==> src/rtl/serial_logic_unit_if.sv <==
// Bus bundle for serial_logic_unit: load/execute controls in, register views and status out.
interface serial_logic_unit_if #(
  parameter int WIDTH = 8
);
  logic             LoadA;
  logic             LoadB;
  logic             Execute;
  logic [WIDTH-1:0] Din;
  logic [2:0]       F;
  logic [1:0]       R;
  logic [WIDTH-1:0] Aval;
  logic [WIDTH-1:0] Bval;
  logic             Busy;
  logic             Done;

  modport master (
    output LoadA, LoadB, Execute, Din, F, R,
    input  Aval, Bval, Busy, Done
  );

  modport slave (
    input  LoadA, LoadB, Execute, Din, F, R,
    output Aval, Bval, Busy, Done
  );
endinterface

==> src/rtl/serial_logic_unit.sv <==
// Two-register bit-serial logic unit: shifts A and B right WIDTH times, combining
// their LSBs through a selectable bitwise function and routing the result back in at the MSB.
module serial_logic_unit #(
  parameter int WIDTH = 8,
  parameter int CNT_W = $clog2(WIDTH + 1)
) (
  input  logic                Clk,
  input  logic                Reset,
  serial_logic_unit_if.slave  bus
);

  localparam logic [1:0] IDLE  = 2'd0;
  localparam logic [1:0] SHIFT = 2'd1;
  localparam logic [1:0] HOLD  = 2'd2;

  localparam logic [CNT_W-1:0] LAST_CNT = CNT_W'(WIDTH - 1);

  // Assert asynchronously, release two edges later so every register leaves reset together.
  logic [1:0] rst_sync_q;
  logic       rst_n_int;

  always_ff @(posedge Clk or negedge Reset) begin
    if (!Reset) rst_sync_q <= 2'b00;
    else        rst_sync_q <= {rst_sync_q[0], 1'b1};
  end

  assign rst_n_int = rst_sync_q[1];

  logic [1:0]       state_q, state_d;
  logic [WIDTH-1:0] a_q, a_d;
  logic [WIDTH-1:0] b_q, b_d;
  logic [CNT_W-1:0] cnt_q, cnt_d;
  logic [2:0]       f_q, f_d;
  logic [1:0]       r_q, r_d;

  function automatic logic bit_fn(input logic [2:0] sel, input logic a, input logic b);
    case (sel)
      3'b000:  bit_fn = a & b;
      3'b001:  bit_fn = a | b;
      3'b010:  bit_fn = a ^ b;
      3'b011:  bit_fn = 1'b1;
      3'b100:  bit_fn = ~(a & b);
      3'b101:  bit_fn = ~(a | b);
      3'b110:  bit_fn = ~(a ^ b);
      default: bit_fn = 1'b0;
    endcase
  endfunction

  function automatic logic [1:0] route(input logic [1:0] sel, input logic a,
                                       input logic b, input logic f);
    case (sel)
      2'b00:   route = {a, b};
      2'b01:   route = {a, f};
      2'b10:   route = {f, b};
      default: route = {b, a};
    endcase
  endfunction

  logic       fbit;
  logic [1:0] new_ab;

  assign fbit   = bit_fn(f_q, a_q[0], b_q[0]);
  assign new_ab = route(r_q, a_q[0], b_q[0], fbit);

  always_comb begin
    state_d = state_q;
    a_d     = a_q;
    b_d     = b_q;
    cnt_d   = cnt_q;
    f_d     = f_q;
    r_d     = r_q;
    case (state_q)
      IDLE: begin
        if (bus.Execute) begin
          f_d     = bus.F;
          r_d     = bus.R;
          cnt_d   = '0;
          state_d = SHIFT;
        end else begin
          if (bus.LoadA) a_d = bus.Din;
          if (bus.LoadB) b_d = bus.Din;
        end
      end
      SHIFT: begin
        a_d   = {new_ab[1], a_q[WIDTH-1:1]};
        b_d   = {new_ab[0], b_q[WIDTH-1:1]};
        cnt_d = cnt_q + 1'b1;
        if (cnt_q == LAST_CNT) state_d = HOLD;
      end
      HOLD: begin
        if (!bus.Execute) state_d = IDLE;
      end
      default: state_d = IDLE;
    endcase
  end

  always_ff @(posedge Clk or negedge rst_n_int) begin
    if (!rst_n_int) begin
      state_q <= IDLE;
      a_q     <= '0;
      b_q     <= '0;
      cnt_q   <= '0;
      f_q     <= 3'b000;
      r_q     <= 2'b00;
    end else begin
      state_q <= state_d;
      a_q     <= a_d;
      b_q     <= b_d;
      cnt_q   <= cnt_d;
      f_q     <= f_d;
      r_q     <= r_d;
    end
  end

  assign bus.Aval = a_q;
  assign bus.Bval = b_q;
  assign bus.Busy = (state_q == SHIFT);
  assign bus.Done = (state_q == HOLD);

endmodule

==> src/flat_wrapper.sv <==
// flat-port wrapper written by rule: the top's interface ports become plain ports
module serial_logic_unit_flat 
#(
  parameter int WIDTH = 8,
  parameter int CNT_W = $clog2(WIDTH + 1)
)
  (Clk, Reset, bus_LoadA, bus_LoadB, bus_Execute, bus_Din, bus_F, bus_R, bus_Aval, bus_Bval, bus_Busy, bus_Done);
  serial_logic_unit_if #(.WIDTH(WIDTH)) bus_i ();
  input  logic Clk;
  input  logic Reset;
  input wire logic [$bits(bus_i.LoadA)-1:0] bus_LoadA;
  input wire logic [$bits(bus_i.LoadB)-1:0] bus_LoadB;
  input wire logic [$bits(bus_i.Execute)-1:0] bus_Execute;
  input wire logic [$bits(bus_i.Din)-1:0] bus_Din;
  input wire logic [$bits(bus_i.F)-1:0] bus_F;
  input wire logic [$bits(bus_i.R)-1:0] bus_R;
  output wire logic [$bits(bus_i.Aval)-1:0] bus_Aval;
  output wire logic [$bits(bus_i.Bval)-1:0] bus_Bval;
  output wire logic [$bits(bus_i.Busy)-1:0] bus_Busy;
  output wire logic [$bits(bus_i.Done)-1:0] bus_Done;
  assign bus_i.LoadA = bus_LoadA;
  assign bus_i.LoadB = bus_LoadB;
  assign bus_i.Execute = bus_Execute;
  assign bus_i.Din = bus_Din;
  assign bus_i.F = bus_F;
  assign bus_i.R = bus_R;
  assign bus_Aval = bus_i.Aval;
  assign bus_Bval = bus_i.Bval;
  assign bus_Busy = bus_i.Busy;
  assign bus_Done = bus_i.Done;
  serial_logic_unit #(.WIDTH(WIDTH), .CNT_W(CNT_W)) u_core (.Clk(Clk), .Reset(Reset), .bus(bus_i));
endmodule
==> config.mk <==
export PLATFORM = sky130hd
export DESIGN_NAME = serial_logic_unit_flat
export DESIGN_NICKNAME = d
export VERILOG_FILES = /design/src/rtl/serial_logic_unit_if.sv /design/src/rtl/serial_logic_unit.sv /design/src/flat_wrapper.sv
export SDC_FILE = /design/constraint.sdc
export NUM_CORES = 1
export LEC_CHECK = 0
export ABC_CLOCK_PERIOD_IN_PS = 1100
export BUFFER_PORTS_ARGS = -buffer_cell sky130_fd_sc_hd__buf_2
export CAP_MARGIN = 10
export CORE_UTILIZATION = 30
export CTS_BUF_LIST = sky130_fd_sc_hd__clkbuf_4 sky130_fd_sc_hd__clkbuf_8
export DETAILED_ROUTE_END_ITERATION = 8
export GPL_ROUTABILITY_DRIVEN = 0
export PLACE_DENSITY = 0.57
export SYNTH_ARGS = -nofsm -noshare
export SYNTH_HDL_FRONTEND = slang
export SYNTH_SLANG_ARGS = --single-unit
==> constraint.sdc <==
create_clock -name Clk -period 1.1 [get_ports Clk]
set_input_delay 0.165 -clock Clk [delete_from_list [all_inputs] [get_ports Clk]]
set_output_delay 0.165 -clock Clk [all_outputs]
set_load 0.01 [all_outputs]
# Word-level counts from Yosys, hierarchy flattened
# Index checks and enable logic that the tools add are counted.
[totals]
inputBits = 18
ff_bits = 29
output_inout_bits = 18
[op_classes]
muxes = 14
n_eq_ne = 17
reduce_logical = 9
add_sub_neg = 1
bitwise_logic = 6
[ops]
columns = ["cell", "count"]
rows = [
  ["$mux 8", 4],
  ["$pmux 8 s2", 2],
  ["$pmux 2 s3", 2],
  ["$ne 2x2->1 const B", 5],
  ["$eq 3x3->1 const B", 3],
  ["$reduce_and 3->1", 3],
  ["$pmux 4 s2", 1],
  ["$pmux 1 s7", 1],
  ["$eq 3x2->1 const B", 2],
  ["$mux 2", 3],
  ["$add 4x1->4 const B", 1],
  ["$eq 2x1->1 const B", 2],
  ["$eq 2x2->1 const B", 2],
  ["$eq 4x3->1 const B", 1],
  ["$logic_not 2->1", 2],
  ["$mux 4", 1],
  ["$reduce_and 2->1", 2],
  ["$eq 3x1->1 const B", 1],
  ["$logic_not 3->1", 1],
  ["$not 1->1", 3],
  ["$ne 2x1->1 const B", 1],
  ["$reduce_bool 2->1", 1],
  ["$and 1x1->1", 1],
  ["$or 1x1->1", 1],
  ["$xor 1x1->1", 1],
]

# Logic depth before layout (Yosys ltp)
# Gate-level depths: netlist of the first run.
[depth]
ltp_word = 5
depth_mapped = 7
ltp_nobuf = 6

# Least setup slack after synthesis of the first run
# OpenSTA, ideal clock, no wires.
[synth_timing]
path_kind = "flip-flop to flip-flop"
from = "reg u_core.b_q[0], in the netlist u_core.bus.Bval[0]"
to = "reg u_core.a_q[7], in the netlist u_core.bus.Aval[7]"
path_slack_ns = -0.553
n_path_buf = 0
setup_time_ns = 0.120
stages_incl_launch_ff = 7
arrival_ns = 1.533
path_cell_list = "dfrtp_1 -> inv_1 -> ha_1 -> mux2_1 -> o22ai_1 -> xnor2_1 -> a41o_1"
[synth_via]
elab_chain_len = 5
word_cells_on_any_way = 9
classes_between = "3 x mux; 6 x bitwise"
[synth_lines]
columns = ["element", "line", "text"]
rows = [
  ["start, declared", "serial_logic_unit.sv:31", "logic [WIDTH-1:0] b_q, b_d;"],
  ["start signal, assigned", "serial_logic_unit.sv:101", "b_q <= '0;"],
  ["start signal, assigned", "serial_logic_unit.sv:108", "b_q <= b_d;"],
  ["$xor 1x1->1 (tied with other cells)", "serial_logic_unit.sv:40, serial_logic_unit.sv:44", ""],
  ["$not 1->1, on equally long branches", "serial_logic_unit.sv:44, serial_logic_unit.sv:42, serial_logic_unit.sv:43", ""],
  ["$pmux 1 s7", "serial_logic_unit.sv:37", "case (sel)"],
  ["$pmux 2 s3 *", "serial_logic_unit.sv:51", "case (sel)"],
  ["$pmux 8 s2 *", "serial_logic_unit.sv:72", "case (state_q)"],
  ["end signal, assigned", "serial_logic_unit.sv:100", "a_q <= '0;"],
  ["end signal, assigned", "serial_logic_unit.sv:107", "a_q <= a_d;"],
  ["end, declared", "serial_logic_unit.sv:30", "logic [WIDTH-1:0] a_q, a_d;"],
]
# Mark *: on every way between the ends. The rest lies on a longest branch, timed or not.
# A chain may end at the register's enable or synchronous reset.

# Worst setup path in the final report of the first run
# Same ends and word-level chain as after synthesis.

==> key figures, run 1 <==
Synthesis
  • Unique masters post-synth: 28
  • Top-area cell type share of the netlist area: 52.92%
  • Xor and xnor fraction of the mapped netlist area: 0.6387%
  • Main flop type after synthesis: dfrtp_1
  • Mean Syn Cell Area: 10.01 sq um
  • Number of enable-type register cells in the synthesized netlist: 0
  • Cell area after synthesis: 1371 sq um
  • Adder and majority cell fraction of the synthesized area: 2.737%
  • Yosys warnings: 0
  • Dominant cell by count in the synthesized netlist: dfrtp_1
  • Register area share after synthesis: 52.92%
  • Cell type with the largest total area after synthesis: dfrtp_1
  • Gate count of the mapped netlist: 137
  • Post-synthesis compound-gate area fraction: 19.89%
  • Syn nets: 158
  • Leading cell types by count after synthesis: dfrtp_1 (29), nand2_1 (19), a21oi_1 (17), o21ai_0 (16), and2_1 (7)
  • Share of synthesized cell area in and, or, nand and nor gates: 14.23%
  • Flip-flop and latch count after synthesis: 29
  • Async S/R FF share, synth: 100.0%
  • Main combinational cell family by area after synthesis: compound AO/OA/AOI/OAI gates
  • Post-synthesis mux area share: 5.474%
  • Dominant cells by area after synthesis: dfrtp_1 (53%), a21oi_1 (6.2%), o21ai_0 (5.8%)

Job
  • Maxcap violations: 0

Worst setup path
  • Number of buffer and inverter instances along the worst setup path: 1
  • Crit path kind: reg2reg
  • Critical Path, Cell by Cell: inv_2 -> ha_4 -> mux2_4 -> o22ai_4 -> xnor2_2 -> a41o_1
  • Crit path max fanout: 3
  • Required time at the endpoint of the critical path: 1.26 ns
  • CP max stage cell: dfrtp_1
  • Cell family with most CP delay: flip-flops
  • Delay of the slowest cell on the worst path: 0.41 ns
  • Crit path capture type: flip-flop
  • Critical path data arrival time: 1.72 ns
  • Critical path startpoint category: flip-flop

Clock network
  • Clock latency reported for the late side of the worst-skew pair: 0.28 ns
  • Deepest clock path buffer count: 2
  • Clock tree root buffer cell: clkbuf_8
  • Number of buffers created by CTS: 5
  • Clock tree from TritonCTS: done
  • Clock-pin slew of the registers on the worst-case setup and hold paths: 0.07 ns
  • Level count of the clock H-tree: 2
  • Count of clock tree sinks: 29

Timing
  • Worst path setup slack after routing: -0.4557 ns
  • Setup Skew: 0.008464 ns
  • Sum of negative setup slack: -4.721 ns
  • Setup repair after global routing missed its margin: yes
  • Period minus WS final: 1.556 ns
  • Achievable Freq: 642.8 MHz
  • Final number of hold-violating endpoints: 0
  • Final setup violation count: 28
  • Max-slew violation count: 0
  • Final clock period utilization by the worst path: 141.4%

Routing
  • Total length of routed wires: 3472 um
  • Routed metal-1 wirelength: 1609 um
  • Detailed-route via count: 1228
  • DRT antenna net count: 0
  • WL per Instance: 13.67 um
  • Remaining routing DRC violations: 0
  • Number of iterations in the first detailed-routing pass: 4
  • Met3 layer wire length in the routed design: 189 um
  • Routed wl met2: 1643 um
  • Uppermost signal routing layer after detailed routing: met4
  • Number of DRC violations after detailed-routing iteration 0: 59
  • Vias per cell: 4.835

Worst hold path
  • Min-delay worst type: in2reg

Global routing
  • Pin count of the biggest net entering global routing: 28
  • Via count of the first global-routing pass: 1351
  • Wire length of the first global-routing pass: 6078 um
  • Total global routing track utilization: 15.87%
  • GRT Residual Overflow: 0
  • Number of antenna violations at the first check in global routing: 0

Die
  • DIE AREA: 4846 sq um
  • Num ports: 36
  • Die Wd: 69.61 um
  • Floorplan Core Area: 4384 sq um
  • Initial Utilization: 31.28%
  • FP Rows: 24
  • DIE HEIGHT: 69.61 um

Layout
  • Diode count: 0
  • Area growth from synthesis to final layout: 53.47%
  • Post-layout nets: 223
  • Share of cells above drive strength 1: 53.47%

Power
  • PwrDens: 3022 nW/um^2
  • Leakage power figure: 0.9962 nW
  • Maximum VDD drop: 1.486 mV

Outcome
  • Failing checks: setup timing
  • Result of the run: finished, violations left

Place
  • Buffers added on ports: 35
  • Placement-stage worst setup slack: -0.4930 ns
  • HPWL reported at the end of detailed placement: 2588 um
[report_power, final]
group	switching (mW)	internal [mW]	total, mW
combinational	1.55	1.90	3.45
clock	0.387	0.520	0.907
sequential	0.450	1.55	2.00
total	2.39	3.97	6.36
[worst min-delay path, delay by kind of cell]
kind	cells	cell delay [ns]
buffers and inverters	1	0.07
AO/OA/AOI/OAI	1	0.06
AND/OR/NAND/NOR	1	0.03
[layout by cell type (no fill, tap or decap), types with 3 or more instances in the layout]
cell type  Yosys  layout
a21oi_1       17       5
o21ai_1        0      13
o21bai_4       0       3
dfrtp_1       29      29
buf_6          0       3
buf_4          1      25
clkbuf_8       0       6
nand2_1       19      19
nor2b_1        4       4
o21ai_0       16       3
mux2_4         0       3
mux2i_1        3       3
a21oi_2        0      12
buf_2          3      34
and2_4         0       7
a22o_1         3       3
[routing by layer]
| metal | track usage, % | vias to the layer above |
|---|---|---|
| li1 | - | 607 |
| met1 | 18.48 | 575 |
| met2 | 27.40 | 41 |
| met3 | 6.105 | 5 |
| met4 | 4.000 | 0 |
| met5 | 0 | - |
[state kept, by name, indices dropped and copies added, names as in the netlist]
name,count
u_core.state_q,2
u_core.cnt_q,4
u_core.rst_sync_q,2
u_core.bus.Bval,8
u_core.r_q,2
u_core.bus.Aval,8
u_core.f_q,3
[cell type report]
cell class / instances / area [sq um]
clock buffer: 7 / 90.09
timing repair buffer: 65 / 441.7
multi-input combinational: 96 / 760.7
tap: 52 / 65.06
sequential: 29 / 725.7
inverter: 5 / 21.27
fill: 411 / 2280
[per-stage QoR]
step | hold slack [ns] | total power [mW] | instances | utilization, % | cell area [sq um]
after floorplan | -0.1306 | 3.932 | 137 | - | 1518
after global placement | -0.04971 | 4.992 | 242 | 43.38 | 1902
after detailed placement | -0.04599 | 5.114 | 242 | 43.38 | 1902
after CTS | 0.09643 | 6.307 | 255 | 47.66 | 2090
after global routing | 0.1052 | 6.870 | 254 | 48.00 | 2105
final | 0.09661 | 6.360 | 254 | 48.00 | 2105
[path summary, 6_finish.rpt]
| path | from | to | slack (ns) | depth (start not counted) |
|---|---|---|---|---|
| setup / recovery | u_core.bus.Bval[0] | u_core.bus.Aval[7] | -0.46 | 6 |
| hold / removal | bus_R[1] | u_core.r_q[1] | 0.1 | 3 |
| setup reg to reg | u_core.bus.Bval[0] | u_core.bus.Aval[7] | -0.46 | 6 |
| hold reg to reg | u_core.rst_sync_q[1] | u_core.bus.Bval[0] | 0.23 | 1 |
| max in group asynchronous | u_core.rst_sync_q[1] | u_core.bus.Bval[4] | 0.59 | 1 |
| min in group asynchronous | Reset | u_core.rst_sync_q[1] | 0.19 | 2 |
[cell families (layout without fill, tap and decap cells)]
logic type,after synthesis,count (layout)
XOR/XNOR,1,1
other,1,1
flip-flops,29,29
AND/OR/NAND/NOR,38,38
AO/OA/AOI/OAI,46,46
buffers and inverters,12,77
multiplexers,7,7
adder cells (fa/ha/maj),3,3
[what timing repair did]
| action | 4_1_cts | 5_1_grt |
|---|---|---|
| resized for setup | 11 | 4 |
| hold buffers | 1 | 0 |
| pin swaps | 4 | 5 |
| endpoints found under the setup margin | 31 | 31 |
| endpoints found under the hold margin | 2 | 0 |
| setup buffers | 5 | 0 |
Power figures use the tool's default switching activity.
==> run 2, diff against run 1 <==
Settings changed: PLACE_DENSITY 0.57 to default.
==> key figures, run 2 (synthesis results as in run 1) <==
Place
  • Cell area after placement: 1912 sq um
  • Buffers added on ports: 35
  • HPWL reported at the end of detailed placement: 2565 um

Die
  • Die Wd: 69.61 um
  • Initial Utilization: 31.28%
  • Floorplan Core Area: 4384 sq um
  • Num ports: 36
  • FP Rows: 24
  • DIE AREA: 4846 sq um
  • DIE HEIGHT: 69.61 um

Layout
  • Diode count: 0
  • Post-route design area: 2243 sq um
  • Post-layout utilization of the core: 51.17%
  • Share of cells above drive strength 1: 58.77%
  • Post-layout nets: 232
  • Area growth from synthesis to final layout: 63.59%
  • FF/Latch Area: 726.9 sq um
  • Most common cell after layout, fill and taps aside: buf_2
  • Area of the multi-input gates: 787.0 sq um
  • Final-layout fill cell count: 404
  • Most frequent cells in the layout: buf_2 (32), dfrtp_1 (28), buf_4 (24)

Routing
  • DRT antenna net count: 0
  • Number of iterations in the first detailed-routing pass: 4
  • Total length of routed wires: 3500 um
  • WL per Instance: 13.31 um
  • Detailed-route via count: 1239
  • Vias per cell: 4.711
  • Number of DRC violations after detailed-routing iteration 0: 36
  • Remaining routing DRC violations: 0

Worst setup path
  • Required time at the endpoint of the critical path: 1.27 ns
  • Crit path kind: reg2reg
  • Capture point of the worst reg-to-reg path: u_core.bus.Aval[7]
  • Crit path max fanout: 4
  • Crit path capture type: flip-flop
  • Critical path data arrival time: 1.71 ns
  • Worst-case register-to-register setup slack: -0.45 ns
  • Critical Path Start: u_core.bus.Bval[0]
  • Worst Reg2Reg Path Length in Cells: 6
  • Critical path startpoint category: flip-flop
  • R2R Path Start: u_core.bus.Bval[0]

Timing
  • Worst path setup slack after routing: -0.4472 ns
  • Final setup violation count: 27
  • Final clock period utilization by the worst path: 140.7%
  • Max-slew violation count: 0
  • Final number of hold-violating endpoints: 0
  • Achievable Freq: 646.3 MHz
  • Setup repair after global routing missed its margin: yes
  • Period minus WS final: 1.547 ns
  • Worst hold margin: 0.1094 ns
  • Setup Skew: 0.004487 ns

Clock network
  • Clock-pin slew of the registers on the worst-case setup and hold paths: 0.06 ns
  • Deepest clock path buffer count: 2
  • Number of buffers created by CTS: 5
  • Count of clock tree sinks: 29
  • Level count of the clock H-tree: 2
  • Clock latency reported for the late side of the worst-skew pair: 0.28 ns
  • Clock tree from TritonCTS: done
  • Clock tree root buffer cell: clkbuf_8

Global routing
  • Number of antenna violations at the first check in global routing: 0
  • GRT Residual Overflow: 0
  • Met2 capacity usage during global routing: 26.21%
  • Met1 Use GR: 18.80%
  • Met3 demand-to-capacity share in global routing: 4.942%
  • Pin count of the biggest net entering global routing: 28
  • Highest-utilization routing layer at the global route stage: met2
  • Via count of the first global-routing pass: 1297
  • Wire length of the first global-routing pass: 5802 um
  • Total global routing track utilization: 15.33%

Power
  • Part of the total power dissipated in the clock network: 13.1%
  • Int Power: 4.261 mW
  • Proportion of total power due to net switching: 36.66%
  • Leakage power figure: 1.062 nW
  • Switching pwr: 2.466 mW
  • Maximum VDD drop: 1.025 mV
  • PwrDens: 2999 nW/um^2
  • Gate power share: 56.8%
  • Flop pwr share: 30.1%

Job
  • Maxcap violations: 0

Outcome
  • Failing checks: setup timing
  • Result of the run: finished, violations left

Worst hold path
  • Worst min-delay path endpoint: u_core.r_q[1]
  • Hold Crit Depth: 3
  • Min-delay worst type: in2reg
  • Worst Min Path Start: bus_R[1]
run 2: layout make-up:
class / instances / share of cell area [%]
timing repair buffer: 74 / 24.54
tap: 52 / 2.900
multi-input combinational: 96 / 35.08
inverter: 5 / 1.060
clock buffer: 7 / 4.016
sequential: 29 / 32.40
run 2: worst max-delay path, cell delays in order, from the launching register on:
cell	delay, ns
dfrtp_1	0.41
inv_2	0.09
ha_4	0.19
mux2_4	0.27
o22ai_4	0.19
xnor2_2	0.10
a41o_1	0.18
run 2: power groups by stage:
stage | registers [mW] | logic, mW | clock network, mW
2_1_floorplan | 2.07 | 1.86 | 0
6_report | 2.02 | 3.82 | 0.883
3_5_place_dp | 2.03 | 3.04 | 0
4_1_cts | 2.01 | 3.57 | 0.916
3_3_place_gp | 2.00 | 2.95 | 0
5_1_grt | 2.09 | 4.13 | 0.966
run 2: metal layers:
layer | part of all wire [%] | wire length, um | vias up
met1 | 46 | 1623 | 581
met4 | 0.66 | 23 | 0
met3 | 4.8 | 167 | 2
met5 | 0 | 0 | -
li1 | - | - | 625
met2 | 48 | 1685 | 31
run 2: timing repair:
item                                    CTS  global route
hold buffers                              1             0
endpoints found under the setup margin   31            30
endpoints found under the hold margin     2             0
pin swaps                                 7             8
buffers inserted                         10             2
resized for setup                        23            16
run 2: stage by stage:
stage / std cells / worst slack [ns] / setup TNS [ns] / total power, mW
after global routing: 263 / -0.5048 / -6.785 / 7.188
after global placement: 245 / -0.4136 / -3.624 / 4.942
after floorplan: 137 / -0.4715 / -2.524 / 3.932
after CTS: 261 / -0.4529 / -5.244 / 6.496
final: 263 / -0.4472 / -5.324 / 6.728
after detailed placement: 245 / -0.4846 / -4.179 / 5.068
run 2: worst max-delay path by stage:
stage / to / slack (ns) / cells after the start
floorplan: u_core.bus.Aval[7] / -0.47 / 6
global placement: u_core.bus.Aval[7] / -0.41 / 6
detailed placement: u_core.bus.Aval[7] / -0.48 / 6
CTS: u_core.bus.Aval[7] / -0.45 / 6
global route: u_core.bus.Aval[7] / -0.50 / 6
finish: u_core.bus.Aval[7] / -0.45 / 6
